## config.mk

```make
export PLATFORM = sky130hd
export DESIGN_NAME = i2c_dac_responder_flat
export DESIGN_NICKNAME = d
export VERILOG_FILES = /design/src/rtl/i2c_dac_if.sv /design/src/rtl/i2c_dac_responder.sv /design/src/flat_wrapper.sv
export SDC_FILE = /design/constraint.sdc
export NUM_CORES = 1
export LEC_CHECK = 0
export ABC_AREA = 1
export CORE_ASPECT_RATIO = 1.4
export CORE_UTILIZATION = 42
export CTS_BUF_LIST = sky130_fd_sc_hd__clkbuf_16
export DETAILED_ROUTE_END_ITERATION = 10
export SLEW_MARGIN = 20
export SYNTH_ARGS = -nofsm -noshare
export SYNTH_HDL_FRONTEND = slang
export SYNTH_SLANG_ARGS = --single-unit
```

## constraint.sdc

```tcl
create_clock -name clk_i -period 1.8 [get_ports clk_i]
set_input_delay 0.54 -clock clk_i [delete_from_list [all_inputs] [get_ports clk_i]]
set_output_delay 0.54 -clock clk_i [all_outputs]
set_load 0.05 [all_outputs]
```

## src/rtl/i2c_dac_if.sv

```systemverilog
// Bus-side signals of the I2C DAC target: sensed SCL/SDA, open-drain SDA enable and
// received-value outputs. The slave modport is the DUT view.
interface i2c_dac_if;
    logic       scl_i;
    logic       sda_i;
    logic       sda_oe_o;
    logic [7:0] dac_value_o;
    logic [7:0] ctrl_reg_o;
    logic       data_valid_o;
    logic       busy_o;

    modport slave (
        input  scl_i,
        input  sda_i,
        output sda_oe_o,
        output dac_value_o,
        output ctrl_reg_o,
        output data_valid_o,
        output busy_o
    );

    modport master (
        output scl_i,
        output sda_i,
        input  sda_oe_o,
        input  dac_value_o,
        input  ctrl_reg_o,
        input  data_valid_o,
        input  busy_o
    );
endinterface

```

## src/rtl/i2c_dac_responder.sv

```systemverilog
// I2C target model of the 8-bit DAC: address, control byte, then any number of data bytes.
// Define I2C_RESP_READ_EN to also answer read frames by shifting out dac_value.
module i2c_dac_responder #(
    parameter logic [6:0] DEV_ADDR   = 7'h48,
    parameter logic [7:0] DATA_RESET = 8'h00,
    parameter logic [7:0] CTRL_RESET = 8'h40
) (
    input logic      clk_i,
    input logic      rst_i,
    i2c_dac_if.slave bus
);

`ifdef I2C_RESP_READ_EN
    typedef enum logic [3:0] {
        StIdle, StAddr, StAddrAck, StCtrl, StCtrlAck, StData, StDataAck, StRdTx, StRdAck
    } state_e;
`else
    typedef enum logic [3:0] {
        StIdle, StAddr, StAddrAck, StCtrl, StCtrlAck, StData, StDataAck
    } state_e;
`endif

    logic [1:0] scl_sync_q, sda_sync_q;
    logic       scl_hist_q, sda_hist_q;
    state_e     state_q, state_d;
    logic [3:0] bit_cnt_q, bit_cnt_d;
    logic [7:0] shift_q, shift_d;
    logic       sda_oe_q, sda_oe_d;
    logic [7:0] dac_q, dac_d;
    logic [7:0] ctrl_q, ctrl_d;
    logic       dv_q, dv_d;
    logic       busy_q, busy_d;
`ifdef I2C_RESP_READ_EN
    logic [7:0] tx_q, tx_d;
`endif

    logic       scl_s, sda_s, scl_rise, scl_fall, start_det, stop_det, addr_ok;
    logic [7:0] byte_in;

    // Lines idle high, so the synchroniser resets to 1 to avoid phantom edges.
    always_ff @(posedge clk_i) begin
        if (rst_i) begin
            scl_sync_q <= 2'b11;
            sda_sync_q <= 2'b11;
            scl_hist_q <= 1'b1;
            sda_hist_q <= 1'b1;
        end else begin
            scl_sync_q <= {scl_sync_q[0], bus.scl_i};
            sda_sync_q <= {sda_sync_q[0], bus.sda_i};
            scl_hist_q <= scl_sync_q[1];
            sda_hist_q <= sda_sync_q[1];
        end
    end

    always_comb begin
        scl_s     = scl_sync_q[1];
        sda_s     = sda_sync_q[1];
        scl_rise  = scl_s & ~scl_hist_q;
        scl_fall  = ~scl_s & scl_hist_q;
        start_det = scl_s & scl_hist_q & sda_hist_q & ~sda_s;
        stop_det  = scl_s & scl_hist_q & ~sda_hist_q & sda_s;
        byte_in   = {shift_q[6:0], sda_s};
`ifdef I2C_RESP_READ_EN
        addr_ok   = (shift_q[7:1] == DEV_ADDR);
`else
        addr_ok   = (shift_q[7:1] == DEV_ADDR) & ~shift_q[0];
`endif
    end

    always_comb begin
        state_d   = state_q;
        bit_cnt_d = bit_cnt_q;
        shift_d   = shift_q;
        sda_oe_d  = sda_oe_q;
        dac_d     = dac_q;
        ctrl_d    = ctrl_q;
        dv_d      = 1'b0;
        busy_d    = busy_q;
`ifdef I2C_RESP_READ_EN
        tx_d      = tx_q;
`endif
        // Bus conditions take priority over any bit activity in the same cycle.
        if (start_det) begin
            state_d   = StAddr;
            bit_cnt_d = 4'd0;
            sda_oe_d  = 1'b0;
            busy_d    = 1'b0;
        end else if (stop_det) begin
            state_d   = StIdle;
            bit_cnt_d = 4'd0;
            sda_oe_d  = 1'b0;
            busy_d    = 1'b0;
        end else begin
            unique case (state_q)
                StIdle: ;
                StAddr, StCtrl, StData: begin
                    if (scl_rise && bit_cnt_q < 4'd8) begin
                        shift_d   = byte_in;
                        bit_cnt_d = bit_cnt_q + 4'd1;
                        if (bit_cnt_q == 4'd7 && state_q == StCtrl) ctrl_d = byte_in;
                        if (bit_cnt_q == 4'd7 && state_q == StData) begin
                            dac_d = byte_in;
                            dv_d  = 1'b1;
                        end
                    end else if (scl_fall && bit_cnt_q == 4'd8) begin
                        bit_cnt_d = 4'd0;
                        sda_oe_d  = 1'b1;
                        if (state_q == StCtrl) begin
                            state_d = StCtrlAck;
                        end else if (state_q == StData) begin
                            state_d = StDataAck;
                        end else if (addr_ok) begin
                            state_d = StAddrAck;
                            busy_d  = 1'b1;
                        end else begin
                            state_d  = StIdle;
                            sda_oe_d = 1'b0;
                        end
                    end
                end
                StAddrAck: begin
                    if (scl_fall) begin
                        sda_oe_d = 1'b0;
                        state_d  = StCtrl;
`ifdef I2C_RESP_READ_EN
                        if (shift_q[0]) begin
                            state_d  = StRdTx;
                            tx_d     = dac_q;
                            sda_oe_d = ~dac_q[7];
                        end
`endif
                    end
                end
                StCtrlAck, StDataAck: begin
                    if (scl_fall) begin
                        sda_oe_d = 1'b0;
                        state_d  = StData;
                    end
                end
`ifdef I2C_RESP_READ_EN
                StRdTx: begin
                    if (scl_rise && bit_cnt_q < 4'd8) begin
                        bit_cnt_d = bit_cnt_q + 4'd1;
                    end else if (scl_fall) begin
                        if (bit_cnt_q == 4'd8) begin
                            sda_oe_d  = 1'b0;
                            bit_cnt_d = 4'd0;
                            state_d   = StRdAck;
                        end else begin
                            sda_oe_d = ~tx_q[6];
                            tx_d     = {tx_q[6:0], 1'b0};
                        end
                    end
                end
                StRdAck: begin
                    // bit_cnt marks a sampled master ACK until the closing falling edge.
                    if (scl_rise) begin
                        if (sda_s) state_d = StIdle;
                        else       bit_cnt_d = 4'd1;
                    end else if (scl_fall && bit_cnt_q == 4'd1) begin
                        bit_cnt_d = 4'd0;
                        state_d   = StRdTx;
                        tx_d      = dac_q;
                        sda_oe_d  = ~dac_q[7];
                    end
                end
`endif
                default: state_d = StIdle;
            endcase
        end
    end

    always_ff @(posedge clk_i) begin
        if (rst_i) begin
            state_q   <= StIdle;
            bit_cnt_q <= 4'd0;
            shift_q   <= 8'h00;
            sda_oe_q  <= 1'b0;
            dac_q     <= DATA_RESET;
            ctrl_q    <= CTRL_RESET;
            dv_q      <= 1'b0;
            busy_q    <= 1'b0;
`ifdef I2C_RESP_READ_EN
            tx_q      <= 8'h00;
`endif
        end else begin
            state_q   <= state_d;
            bit_cnt_q <= bit_cnt_d;
            shift_q   <= shift_d;
            sda_oe_q  <= sda_oe_d;
            dac_q     <= dac_d;
            ctrl_q    <= ctrl_d;
            dv_q      <= dv_d;
            busy_q    <= busy_d;
`ifdef I2C_RESP_READ_EN
            tx_q      <= tx_d;
`endif
        end
    end

    assign bus.sda_oe_o     = sda_oe_q;
    assign bus.dac_value_o  = dac_q;
    assign bus.ctrl_reg_o   = ctrl_q;
    assign bus.data_valid_o = dv_q;
    assign bus.busy_o       = busy_q;

endmodule
```

## src/flat_wrapper.sv

```systemverilog
// flat-port wrapper written by rule: the top's interface ports become plain ports
module i2c_dac_responder_flat 
#(
    parameter logic [6:0] DEV_ADDR   = 7'h48,
    parameter logic [7:0] DATA_RESET = 8'h00,
    parameter logic [7:0] CTRL_RESET = 8'h40
)
  (clk_i, rst_i, bus_scl_i, bus_sda_i, bus_sda_oe_o, bus_dac_value_o, bus_ctrl_reg_o, bus_data_valid_o, bus_busy_o);
  i2c_dac_if bus_i ();
  input logic clk_i;
  input logic rst_i;
  input wire logic [$bits(bus_i.scl_i)-1:0] bus_scl_i;
  input wire logic [$bits(bus_i.sda_i)-1:0] bus_sda_i;
  output wire logic [$bits(bus_i.sda_oe_o)-1:0] bus_sda_oe_o;
  output wire logic [$bits(bus_i.dac_value_o)-1:0] bus_dac_value_o;
  output wire logic [$bits(bus_i.ctrl_reg_o)-1:0] bus_ctrl_reg_o;
  output wire logic [$bits(bus_i.data_valid_o)-1:0] bus_data_valid_o;
  output wire logic [$bits(bus_i.busy_o)-1:0] bus_busy_o;
  assign bus_i.scl_i = bus_scl_i;
  assign bus_i.sda_i = bus_sda_i;
  assign bus_sda_oe_o = bus_i.sda_oe_o;
  assign bus_dac_value_o = bus_i.dac_value_o;
  assign bus_ctrl_reg_o = bus_i.ctrl_reg_o;
  assign bus_data_valid_o = bus_i.data_valid_o;
  assign bus_busy_o = bus_i.busy_o;
  i2c_dac_responder #(.DEV_ADDR(DEV_ADDR), .DATA_RESET(DATA_RESET), .CTRL_RESET(CTRL_RESET)) u_core (.clk_i(clk_i), .rst_i(rst_i), .bus(bus_i));
endmodule
```

==> flow_metrics.env <==
export IMPL_cts_resized_gates=0
export IMPL_synth_fp_nets=216
export IMPL_clk_latency_ns=0.28
export IMPL_drtIter0Drc=19
export IMPL_power_mw=2.20
export IMPL_clock_tree_buffer_depth=2
export IMPL_setup_viol=0
export IMPL_num_rows=26
export IMPL_max_freq_ghz=0.619
export IMPL_drt_pass1_iter_count=4
export IMPL_slew_violations=0
export IMPL_start_kind="flop"
export IMPL_drv_cap=0
export IMPL_antenna_found_initial=0
export IMPL_crit_required_ns=2.01
export IMPL_grt_usage_pct=19.2
export IMPL_ir_drop_mv=0.830
export IMPL_finalCriticalPeriod_ns=1.62
export IMPL_max_slew_margin_pct=75.6
export IMPL_cp_end_kind="flop"
export IMPL_rsz0062_at_grt="no"
export IMPL_drc_errors=0
export IMPL_ys_seq_elements=40
export IMPL_grt_overflow=0
export IMPL_routedWlPerCell_um=12.8
export IMPL_first_global_vias=1325
export IMPL_stdcell_count=285
export IMPL_path_max_fanout=15
export IMPL_grt_pass1_wl_um=5990
export IMPL_netlist_instances=210
export IMPL_routabilityCongestion=0.731
export IMPL_fin_tns_setup_ns=0
export IMPL_fin_crit_sh_pct=89.7
export IMPL_synthDistinctLibCells=22
export IMPL_port_buffers=22
export IMPL_rr_startpoint="u_core.bit_cnt_q[1]"
export IMPL_place_hpwl_um=2540
export IMPL_antenna_left=0
export IMPL_regToRegSetupSlack_ns=0.18
export IMPL_cts_hold_buf=0
export IMPL_max_slew_worst_pin_slew_ns=0.365
export IMPL_vias=1419
export IMPL_p_leak_nw=0.911
export IMPL_ff_latch_area_um2=801
export IMPL_dpl_cell_count=272
export IMPL_outcome="finished, final reports clean"
export IMPL_yosysWarnings=0
export IMPL_multi_input_area_um2=706
export IMPL_arrival_ns=1.82
export IMPL_die_width_um=55
export IMPL_cp_startpoint="u_core.bit_cnt_q[1]"
export IMPL_cts_htree_levels=2
export IMPL_ys_seq_area_share_pct=48.5
export IMPL_fin_skew_ns=0.00324
export IMPL_start_util_pct=44.5
export IMPL_hold_viol=0
export IMPL_cts_root_buf="clkbuf_16"
export IMPL_fin_hold_ws_ns=0.418
export IMPL_ios=23
export IMPL_final_common_cell="dfxtp_1"
export IMPL_hold_class="flop to flop"
export IMPL_coreArea_um2=3710
export IMPL_area_delta_synth_final_pct=25.3
export IMPL_cts_buffers=5
export IMPL_drive_gt1_share_pct=24.7
export IMPL_clock_sinks=40
export IMPL_layout_common_cells="40 x dfxtp_1, 33 x nand2_1, 25 x buf_4"
export IMPL_utilization_pct=55.8
export IMPL_syn_area_um2=1650
export IMPL_worstHoldStart="u_core.scl_sync_q[0]"
export IMPL_fill_cells=367
export IMPL_totalWireLength_um=3660
export IMPL_clk_pin_slew_worst_paths_ns=0.06
export IMPL_via_per_inst=4.98
export IMPL_cts_tree="done"
export IMPL_nets=248
export IMPL_die_h_um=76.2
export IMPL_critical_path_class="flop to flop"
export IMPL_antenna_cells=0
export IMPL_die_area_um2=4190
export IMPL_p_per_area_nw_per_um2=1060
export IMPL_synth_avg_cell_area_um2=7.86
export IMPL_grt_max_degree=27
final timing paths:
kind / to / cells after the start
setup reg to reg: u_core.bus.dac_value_o[3] / 7
setup / recovery: u_core.bus.dac_value_o[3] / 7
hold / removal: u_core.scl_sync_q[1] / 1
hold reg to reg: u_core.scl_sync_q[1] / 1
synth_stat cells (all sizes together):
cell / instances / area share (%)
a21oi: 29 / 10
buf: 4 / 2.0
nand2: 34 / 7.9
clkbuf: 1 / 0.23
nand4: 2 / 0.76
inv: 29 / 6.6
nor3: 4 / 1.2
dfxtp: 40 / 48
nand3: 12 / 4.8
o21ai: 26 / 7.9
o211ai: 1 / 0.45
or2: 5 / 1.9
nor2: 21 / 6.1
ha: 2 / 1.5
stage by stage:
stage / cell area (µm²) / setup slack [ns]
6_report: 2070 / 0.185
5_1_grt: 2070 / 0.00734
4_1_cts: 2020 / 0.164
3_5_place_dp: 1880 / 0.174
3_3_place_gp: 1880 / 0.239
2_1_floorplan: 1650 / 0.483
sequential cells by signal (all words and copies together) (netlist names), 2 cells and up:
name and cells:
u_core.bit_cnt_q 4, u_core.bus.ctrl_reg_o 8, u_core.bus.dac_value_o 8, u_core.scl_sync_q 2, u_core.sda_sync_q 2, u_core.shift_q 8
u_core.state_q 3
final cells by class:
type / count / share of cell area [%]
multi-input combinational: 136 / 34.1
tap: 42 / 2.54
inverter: 29 / 5.26
sequential: 40 / 38.7
clock buffer: 5 / 6.05
clock inverter: 3 / 0.907
timing repair buffer: 30 / 12.5
repair_timing:
item	4_1_cts	5_1_grt
buffers inserted	0	5
hold endpoints to repair	0	0
setup endpoints to repair	0	1
critical path, cell delays in order, from the launching register on:
cell	delay, ns
dfxtp_1	0.37
ha_1	0.18
nand2_1	0.09
nor2_2	0.15
nand3_2	0.14
nor2_4	0.33
o21ai_0	0.15
a21oi_1	0.13
per-layer routing:
layer	track usage, %	wire (µm)	part of all wire [%]
met5	0	0	0
met4	4.50	29	0.79
met3	5.79	108	2.9
met2	31.8	1900	52
met1	23.3	1630	44
logic make-up after synthesis:
group	synth area share, %
AO/OA/AOI/OAI	18.5
adder cells (fa/ha/maj)	1.51
buffers and inverters	8.79
flip-flops	48.5
AND/OR/NAND/NOR	22.7
power breakdown:
part	leakage, nW	switching [mW]	internal, mW
logic	0.523	0.235	0.135
clock network	0.0635	0.349	0.508
registers	0.324	0.0537	0.921
total	0.911	0.638	1.56
(Power assumes the default switching activity.)
==> edit 1, RTL diff (same flow settings) <==
The option `I2C_RESP_READ_EN` is turned on by a define.
--- a/src/rtl/i2c_dac_responder.sv
+++ b/src/rtl/i2c_dac_responder.sv
@@ -2,2 +2,4 @@
 // Define I2C_RESP_READ_EN to also answer read frames by shifting out dac_value.
+`define I2C_RESP_READ_EN
+
 module i2c_dac_responder #(
Behaviour: same outputs for any inputs over 10 cycles, from zero or initial values and one cycle with rst_i high; that may be too few to reach the edited logic, so the function may still have changed.
==> edit 1 against the unedited design <==
- clock skew up 0.0024 ns
- global-route usage grew 3.1 points
- critical path depth is 2 higher
- final area up 43%
- sequential cell count increased by 8
- power grew 52%
- sequential power up 27%
- synthesized cell count grew 61%
- area after synthesis grew 42%
- wire length up 62%
- clock power is 7.0% higher
- worst setup slack worse by 0.026 ns
==> edit 1: results <==
{
  "status": "finished clean",
  "buf_share_pct": 12.9,
  "clock_area_share_pct": 4.90,
  "die_area_um2": 5890,
  "clk-power_uw": 917,
  "p_seq_share_pct": 37.0,
  "dpl.hpwl_mm": 4.54,
  "ir_worst_vdd_mv": 0.578,
  "wl_met2_mm": 2.95,
  "drt-total-wl_mm": 5.92,
  "synthCells": 339,
  "n_all_buffers": 40,
  "synth_compound_area_share_pct": 15.8,
  "synth-adder-area-share_pct": 1.60,
  "fillers": 534,
  "power.switching_mw": 1.24,
  "multi_input_gates": 239,
  "drt_iter0_drc": 111,
  "worst-path-max-fanout": 5,
  "cts-htree-levels": 2,
  "fin_nets": 387,
  "path_delay_family": "simple AND/OR/NAND/NOR gates",
  "n_all_inverters": 46,
  "wl_met1_mm": 2.64,
  "grt_pass1_wl_mm": 10.2,
  "gp_congestion": 0.889,
  "wl_met3_um": 176,
  "yosysSeqAreaShare_pct": 41.0,
  "synthMuxAreaShare_pct": 0,
  "seq_area_um2": 965,
  "arrival_ns": 1.86,
  "fin_skew_ns": 0.00563,
  "tightest_slew_ns": 0.311,
  "placedCellCount": 437,
  "sw_frac_of_total_pct": 37.1,
  "synth_cell_types": 29,
  "via_per_inst": 5.06,
  "ys_top_cells_by_count": "nor2_1 (59), nand2_1 (56), dfxtp_1 (48)",
  "preCtsSetupSlack_ns": 0.0839,
  "drive_gt1_share_pct": 21.0,
  "synth-seq-cells": 48,
  "use_met2_pct": 38.5,
  "synth.area.top_cells": "dfxtp_1 (41%), nor2_1 (9.4%), nand2_1 (9.0%)",
  "p_leak_nw": 1.35,
  "multi_input_area_share_pct": 41.0,
  "clock_latency_ns": 0.29,
  "grt_max_degree": 24,
  "dr_total_vias": 2264,
  "cts_root_buf": "clkbuf_16",
  "syn-num-nets": 346,
  "cp_slowest_stage_delay_ns": 0.50,
  "seq_area_share_pct": 32.6,
  "dpl_cell_area_um2": 2770,
  "use_met3_pct": 4.17,
  "grt_usage_pct": 22.3
}
[edit 1: worst paths after layout]
| path | startpoint | to | slack [ns] | depth (start not counted) |
|---|---|---|---|---|
| max | u_core.bit_cnt_q[3] | u_core.state_q[1] | 0.16 | 9 |
| min | u_core.scl_sync_q[0] | u_core.scl_sync_q[1] | 0.41 | 1 |
| max reg2reg | u_core.bit_cnt_q[3] | u_core.state_q[1] | 0.16 | 9 |
| min reg2reg | u_core.scl_sync_q[0] | u_core.scl_sync_q[1] | 0.41 | 1 |
[edit 1: repair_timing]
| item | CTS | global route |
|---|---|---|
| gates resized for setup | 0 | 12 |
| hold buffers | 0 | 0 |
| setup buffers | 0 | 2 |
| setup endpoints to repair | 0 | 21 |
[edit 1: cells by family after synthesis]
kind of cell | after synthesis
AO/OA/AOI/OAI | 64
adder cells (fa/ha/maj) | 3
buffers and inverters | 52
flip-flops | 48
AND/OR/NAND/NOR | 172
==> edit 2, RTL diff (same flow settings) <==
Without the edit above. Re-encode `state_e` (7 states) as one-hot, 7 bits wide.
--- a/src/rtl/i2c_dac_responder.sv
+++ b/src/rtl/i2c_dac_responder.sv
@@ -17,4 +17,4 @@
 `else
-    typedef enum logic [3:0] {
-        StIdle, StAddr, StAddrAck, StCtrl, StCtrlAck, StData, StDataAck
+    typedef enum logic [6:0] {
+        StIdle = 7'b0000001, StAddr = 7'b0000010, StAddrAck = 7'b0000100, StCtrl = 7'b0001000, StCtrlAck = 7'b0010000, StData = 7'b0100000, StDataAck = 7'b1000000
     } state_e;
Function: same outputs for any inputs over 10 cycles, from zero or initial values and one cycle with rst_i high; not proved beyond that.
==> edit 2 against the unedited design <==
- power rose by 11%
- clock power rose by 2.8%
- final area rose by 14%
- wire length rose by 4.2%
- area after synthesis rose by 17%
- critical path depth did not move
- global-route usage fell by 0.74 points
- worst setup slack improved by 0.11 ns
- count of clock-buffer cells in the layout did not move
- sequential cell count rose by 4
- clock skew rose by 0.0036 ns
- critical path type unchanged
- largest cell class unchanged
==> edit 2: results <==
{
  "status": "finished clean",
  "synth_cell_types": 28,
  "sw_frac_of_total_pct": 30.3,
  "cp-endpoint": "u_core.bus.dac_value_o[6]",
  "via_per_inst": 4.73,
  "dpl.hpwl_mm": 2.86,
  "preCtsSetupSlack_ns": 0.106,
  "placedCellCount": 335,
  "drt-total-wl_mm": 3.82,
  "ir_worst_vdd_mv": 0.768,
  "nFlopsAndLatches": 44,
  "buf_share_pct": 9.26,
  "worst-path-max-fanout": 16,
  "grt_pass1_vias": 1522,
  "fp-row-count": 28,
  "grt_pass1_wl_mm": 6.72,
  "dpl_cell_area_um2": 2200,
  "min_to": "u_core.sda_sync_q[1]",
  "fin_nets": 288,
  "multi_input_area_um2": 855,
  "grt_usage_pct": 18.4,
  "synth_compound_area_share_pct": 15.9,
  "p_seq_mw": 1.04,
  "r2r_slack_ns": 0.29,
  "synthCells": 252,
  "syn-num-nets": 258,
  "hold_slack_ns": 0.407,
  "comb_power_share_pct": 21.1,
  "syn_to_final_growth_pct": 21.3,
  "gp_congestion": 0.790,
  "min_from": "u_core.sda_sync_q[0]",
  "ys_top_cells_by_count": "dfxtp_1 (44), inv_1 (40), nand2_1 (38)",
  "seq_area_um2": 881,
  "total_power_mw": 2.44,
  "tightest_slew_ns": 0.303,
  "synth.area.top_cells": "dfxtp_1 (45%), inv_1 (7.7%), nand2_1 (7.4%)",
  "grt_max_degree": 18,
  "n_all_inverters": 47,
  "path_delay_family": "flip-flops",
  "dr_total_vias": 1622,
  "p_leak_nw": 1.07,
  "yosysSeqAreaShare_pct": 45.4,
  "fin_skew_ns": 0.00689,
  "fillers": 443
}
edit 2: changes by cell type in the layout (fill, tap and decap cells not counted), moves of 3 or more:
cell     unedited run  this run
a21oi_1            23        27
nand2_4             0         3
inv_1              24        41
nand3_2             4         0
nand2_1            33        38
o21ai_0            19        24
nor2_1             16        19
o21ai_1             7         4
a21oi_2             6         2
nand2_2             1         6
dfxtp_1            40        44
edit 2: what timing repair did:
action                                  4_1_cts  5_1_grt
resized for setup                             0        1
hold endpoints to repair                      0        0
buffers inserted                              0        0
endpoints found under the setup margin        0        3
edit 2: worst register-to-register path, cell delays in order (launching register included):
cell and delay [ns]:
dfxtp_1 0.38, ha_1 0.25, nand2_1 0.12, nor2_1 0.11, nand3_1 0.09, buf_4 0.20, o21ai_0 0.19, a21oi_1 0.06
edit 2: per-layer routing:
layer	GRT usage, %	share of wire (%)
met1	20.7	41
met2	32.7	54
met3	3.74	3.4
met4	8.57	1.7
met5	0	0
